`src/rtl/oam_dma_ctrl.sv`:
```
// OAM DMA engine behind the FF46 register: copies N_BYTES from {src_hi,00} into FE00,
// one byte per CLKS_PER_BYTE clocks, mastering the bus while busy.
module oam_dma_ctrl #(
  parameter int CLKS_PER_BYTE = 4,
  parameter int READ_LAT      = 2,
  parameter int N_BYTES       = 160
) (
  input  logic        clk,
  input  logic        rst,
  input  logic [15:0] mmio_addr_select,
  input  logic [7:0]  mmio_write_value,
  input  logic        mmio_write_enable,
  output logic [7:0]  mmio_read_out,
  output logic [15:0] dma_addr_select,
  output logic [7:0]  dma_write_value,
  output logic        dma_write_enable,
  input  logic [7:0]  dma_read_out,
  output logic        busy,
  output logic        done
);

  localparam int PH_W = (CLKS_PER_BYTE > 1) ? $clog2(CLKS_PER_BYTE) : 1;
  localparam logic [0:0] IDLE = 1'b0;
  localparam logic [0:0] XFER = 1'b1;
  localparam logic [PH_W-1:0] PH_RD   = PH_W'(READ_LAT - 1);
  localparam logic [PH_W-1:0] PH_WR   = PH_W'(READ_LAT);
  localparam logic [PH_W-1:0] PH_LAST = PH_W'(CLKS_PER_BYTE - 1);
  localparam logic [7:0]      IDX_LAST = 8'(N_BYTES - 1);

  logic [0:0]      state;
  logic            we_q;
  logic [7:0]      dma_reg;
  logic [7:0]      src_hi;
  logic [7:0]      byte_idx;
  logic [PH_W-1:0] phase;
  logic [7:0]      data_q;
  logic            start;
  logic [7:0]      new_src;

  assign start   = mmio_write_enable & ~we_q & (mmio_addr_select == 16'hFF46);
  // Echo region E000-FFFF maps back onto WRAM C000-DFFF
  assign new_src = (mmio_write_value > 8'hDF) ? mmio_write_value - 8'h20 : mmio_write_value;

  always_ff @(posedge clk) begin
    if (rst) begin
      state    <= IDLE;
      we_q     <= 1'b0;
      dma_reg  <= 8'h00;
      src_hi   <= 8'h00;
      byte_idx <= 8'h00;
      phase    <= '0;
      data_q   <= 8'h00;
      done     <= 1'b0;
    end else begin
      we_q <= mmio_write_enable;
      done <= 1'b0;
      // A start always wins, including over completion of the last byte
      if (start) begin
        dma_reg  <= mmio_write_value;
        src_hi   <= new_src;
        byte_idx <= 8'h00;
        phase    <= '0;
        state    <= XFER;
      end else if (state == XFER) begin
        if (phase == PH_RD) data_q <= dma_read_out;
        if (phase == PH_LAST) begin
          phase <= '0;
          if (byte_idx == IDX_LAST) begin
            state    <= IDLE;
            done     <= 1'b1;
            byte_idx <= 8'h00;
          end else begin
            byte_idx <= byte_idx + 8'h01;
          end
        end else begin
          phase <= phase + 1'b1;
        end
      end
    end
  end

  // Bus holds the destination after the write so the CPU never slips in mid-byte
  always_comb begin
    dma_addr_select  = 16'hFFFF;
    dma_write_value  = 8'h00;
    dma_write_enable = 1'b0;
    if (state == XFER) begin
      if (phase < PH_WR) begin
        dma_addr_select = {src_hi, 8'h00} + {8'h00, byte_idx};
      end else begin
        dma_addr_select = 16'hFE00 + {8'h00, byte_idx};
        if (phase == PH_WR) begin
          dma_write_value  = data_q;
          dma_write_enable = 1'b1;
        end
      end
    end
  end

  assign busy          = (state == XFER);
  assign mmio_read_out = dma_reg;

endmodule
```
`config.mk`:
```
export PLATFORM = sky130hd
export DESIGN_NAME = oam_dma_ctrl
export DESIGN_NICKNAME = d
export VERILOG_FILES = /design/src/rtl/oam_dma_ctrl.sv
export SDC_FILE = /design/constraint.sdc
export NUM_CORES = 1
export LEC_CHECK = 0
export CAP_MARGIN = 20
export CORE_ASPECT_RATIO = 0.9
export CORE_MARGIN = 4
export CORE_UTILIZATION = 40
export DETAILED_ROUTE_END_ITERATION = 8
export PLACE_DENSITY = 0.8
export SLEW_MARGIN = 30
export SYNTH_ARGS = -nofsm -noshare
export SYNTH_HDL_FRONTEND = slang
export SYNTH_SLANG_ARGS = --single-unit
```
`constraint.sdc`:
```
create_clock -name clk -period 2.45 [get_ports clk]
set_clock_uncertainty 0.1 [all_clocks]
set_input_delay 0.3675 -clock clk [delete_from_list [all_inputs] [get_ports clk]]
set_output_delay 0.3675 -clock clk [all_outputs]
set_load 0.02 [all_outputs]
```
Yosys cells after proc, flatten, opt, wreduce, memory -nomap -nowiden
Cells that the tools add are included.
- register bits after elaboration: 37
- input port bits: 35
- logic and storage cells: 46
- $add $sub $neg: 5
- order comparisons: 2
- eq/ne operators: 5
- muxes and demuxes: 16
- bitwise operators: 6
- reduce and logical (&&, ||, !) cells: 4
- operator list (operator ; count):
    2-to-1 mux 8 bit ; 5
    2-to-1 mux 16 bit ; 2
    adder 16 x 8 -> 16 bit ; 1
    equality test 16 bit, second input constant ; 1
    adder 10 x 9 -> 11 bit, first input constant ; 1
    adder 8 x 1 -> 8 bit, second input constant ; 1
    equality test 8 bit, second input constant ; 1
    greater-than comparator 8 bit, second input constant ; 1
    2-to-1 mux 1 bit ; 8
    subtractor 8 x 6 -> 8 bit, second input constant ; 1
    equality test 2 bit, second input constant ; 2
    NOT 1 bit ; 4
    OR reduction 4 bit ; 1
    AND reduction 3 bit ; 1
    adder 2 x 1 -> 2 bit, second input constant ; 1
    AND 1 bit ; 2
    equality test 2 x 1 -> 1 bit, second input constant ; 1
    < comparator 2 bit, second input constant ; 1
    2-to-1 mux 2 bit ; 1
    AND reduction 2 bit ; 1
    OR reduction 2 bit ; 1

Longest topological paths before layout
- word-level depth: 5
- gate-level depth with buffers: 7

Least setup slack after synthesis
OpenSTA, ideal clock, no wires.
- kind: input port to flip-flop
- start: in mmio_addr_select[5]
- end: reg dma_reg[6], in the netlist mmio_read_out[6]
- setup time: 0.132 ns
- data arrival time: 1.677 ns
- path slack: 0.541 ns
- cell stages on the path: 5
- buffers on the path: 1
- cells stage by stage: or4b_1 > or4_1 > buf_2 > o21ai_0 > a21oi_1
- longest elaborated chain between the ends: 2
- ends and longest elaborated chain (element ; RTL line ; RTL):
    from (decl) ; 10 ; input logic [15:0] mmio_addr_select,
    equality test 16 bit ; 40 ; assign start = mmio_write_enable & ~we_q & (mmio_addr_select == 16'hFF46);
    AND 1 bit ; 40 ;
    to (signal assigned) ; 59 ; dma_reg <= mmio_write_value;
    to (decl) ; 32 ; logic [7:0] dma_reg;
No other way between the ends.
A chain may end at the register's enable or synchronous reset.

Worst setup path in the final report
- start: reg state, in the netlist busy
- end: out dma_addr_select[12]
- longest elaborated chain between the ends: 1
- ends and longest elaborated chain (element ; RTL line ; RTL):
    from (decl) ; 30 ; logic [0:0] state;
    from (signal assigned) ; 46 ; state <= IDLE;
    from (signal assigned) ; 63 ; state <= XFER;
    from (signal assigned) ; 69 ; state <= IDLE;
    2-to-1 mux 16 bit ; 87 ; if (state == XFER) begin
    to (decl) ; 14 ; output logic [15:0] dma_addr_select,
No other way between the ends.

==> out/metrics.csv <==
stage,metric,value,unit
sta,drv_slew,0,
die,core.rowCount,22,
clocking,ctsHoldBuffers,0,
placed_design,numPortBuffers,69,
sta,slew_headroom,65.2,%
yosys,syn-num-nets,261,
critical_path,timing.setup.critical_path_class,flip-flop to output pin,
cells_and_area,drive_gt1_share,7.02,%
drt,drt.antenna.violating_nets,0,
drt,postRouteWirelength,4.63,mm
cells_and_area,final_common_cell,sky130_fd_sc_hd__clkdlybuf4s50_1,
clocking,cts_setup_buffers,0,
cells_and_area,insertedDiodeCount,0,
clocking,clk_latency,0.28,ns
clocking,tritoncts_clock_tree,yes,
sta,rsz0062_at_grt,false,
placed_design,detailed_place_hpwl,3.32,mm
placed_design,post-place-ws,0.0306,ns
worst_hold_path,worst_hold_path_type,flip-flop to flip-flop,
die,floorplan.initialDensity,42.8,%
status,run_status,completed,
yosys,synth_cell_type_count,38,
yosys,synth-warning-count,0,
die,die_y,71.7,µm
sta,max_clock_freq,452,MHz
drt,avgRoutedWirePerCell,13.4,µm
sta,post-route-min-period,2.21,ns
sta,timing.setup.tns,0,ns
yosys,synthesized_instance_count,221,
die,core_area,0.00421,mm²
drt,vias,1838,
drt,via_per_inst,5.33,
global_routing,antenna_found_initial,0,
sta,worst_pin_slew,0.521,ns
yosys,synth-edff-count,0,
cells_and_area,final_cell_mix,"sky130_fd_sc_hd__clkdlybuf4s50_1, sky130_fd_sc_hd__dfxtp_1, sky130_fd_sc_hd__nand3_1, sky130_fd_sc_hd__nand2_1, sky130_fd_sc_hd__a21oi_1",
yosys,ys_flop_type,sky130_fd_sc_hd__dfxtp_1,
clocking,worst_setup_hold_path_clk_slew,0.06,ns
power_and_ir_drop,max-vdd-ir-drop,0.269,mV
sta,fin_crit_sh,90.3,%
drt,drt_iter0_markers,102,
die,die_area,0.00564,mm²
cells_and_area,final_net_count,325,
cells_and_area,fillers,375,
critical_path,endpoint_kind,output pin,
clocking,cts-root-buf,sky130_fd_sc_hd__clkbuf_8,
global_routing,grt_pass1_wl,7.46,mm
cells_and_area,stdcell_count,345,
critical_path,cp_max_fo,10,
die,floorplan.io_pins,70,
yosys,async_sr_flop_fraction,0,%
placed_design,place_area,0.00253,mm²
cells_and_area,design_area_final,0.00265,mm²
yosys,yosysSeqAreaShare,35.6,%
critical_path,setup.worst_path.start_class,flip-flop,
clocking,clock_sinks,32,
placed_design,gp_routability_congestion,0.810,
drt,route.detailed.drc,0,
drt,drtPass1Iterations,4,
yosys,yosys_register_bits,32,
power_and_ir_drop,power_density,393,mW/mm²
placed_design,placed_cells_incl_taps,338,
global_routing,grt_util_all_layers,16.4,%
sta,hold_viol_final,0,
clocking,numCtsBuffers,5,
clocking,clockBufferDepth,2,
cells_and_area,area_growth_syn_to_layout,47.0,%
global_routing,first_global_vias,1764,
clocking,cts_htree_levels,2,
critical_path,r2r_setup_slack,0.55,ns
flow_run,timing.max_cap.violations,0,
critical_path,critical_path_arrival,1.74,ns
yosys,synthesis.area,0.00180,mm²
critical_path,crit_path_required_time,1.98,ns
die,fp.dieW,78.7,µm
global_routing,global_route.overflow_total,0,
yosys,synthesis.area_per_instance,8.15,µm²
power_and_ir_drop,leakagePower,1.04,nW
sta,setup_viol_count_final,0,
global_routing,maximum_number_of_pins_on_one_net_before_global_route_repair,32,
sta,final.setup.worst_slack,0.239,ns
## worst paths after layout
kind	startpoint	end	depth (start not counted)
worst max-delay path	busy	dma_addr_select[12]	3
worst min-delay path	src_hi[6]	src_hi[6]	2
worst max register to register	we_q	data_q[3]	5
worst min register to register	src_hi[6]	src_hi[6]	2
## where the power goes
part	switching [W]	total (W)	internal [W]
sequential	0.000000378	0.000521	0.000521
clock	0.000181	0.000430	0.000250
combinational	0.0000305	0.0000889	0.0000584
## kinds of logic after synthesis
kind of cell / after synthesis / share of synthesized area [%]
adder cells (fa/ha/maj): 5 / 3.47
buffers and inverters: 26 / 6.67
AND/OR/NAND/NOR: 110 / 37.1
flip-flops: 32 / 35.6
AO/OA/AOI/OAI: 42 / 14.2
XOR/XNOR: 6 / 2.92
## synth_stat cells (all sizes together), types with 4 or more instances
library cell  number  share of area, %
o21ai             15               4.4
nand2b             9               3.1
or3                8               2.8
a21oi             14               3.9
inv                5               1.0
dfxtp             32                36
ha                 5               3.5
nor2              11               2.3
clkbuf            10               2.1
a32oi              8               3.9
and2               9               3.1
xor2               4               1.9
nor3b              8               3.3
nand3             20               5.6
nand4              6               2.1
or4b               9               5.0
buf               10               3.3
nand2             17               3.5
## per-stage QoR
stage / hold WS (ns) / power, W / utilization, %
2_1_floorplan: 0.345 / 0.000557 / -
3_3_place_gp: 0.354 / 0.000621 / 60.0
3_5_place_dp: 0.359 / 0.000622 / 60.0
4_1_cts: 0.368 / 0.00105 / 62.4
5_1_grt: 0.385 / 0.00108 / 62.9
6_report: 0.368 / 0.00104 / 62.9
## worst max-delay path, stage by stage (launching register included)
cell and delay (ns):
sky130_fd_sc_hd__dfxtp_1 0.37, sky130_fd_sc_hd__inv_1 0.15, sky130_fd_sc_hd__or3_1 0.40, sky130_fd_sc_hd__clkdlybuf4s50_1 0.54
## final cells by class
type	instances	area, µm²	area share [%]
multi-input combinational	163	1040	39.3
timing repair buffer	77	771	29.1
sequential	32	642	24.2
clock buffer	7	96.3	3.64
tap	60	75.1	2.84
inverter	6	22.5	0.851
## per-layer routing
layer | up-vias | GRT usage, % | wire (µm)
li1 | 920 | - | -
met1 | 851 | 18.9 | 2010
met2 | 60 | 28.1 | 2250
met3 | 7 | 4.52 | 302
met4 | 0 | 7.77 | 66
met5 | - | 0 | 0
## what timing repair did
action                                  CTS  global route
gates resized for setup                   1             9
endpoints found under the setup margin    8             8
hold endpoints to repair                  0             0
## flip-flops by register name, summed over array words and instances (netlist names)
name           count
we_q               1
byte_idx           8
data_q             8
mmio_read_out      8
phase              2
busy               1
src_hi             3
done               1
Power figures use the tool's default switching activity.
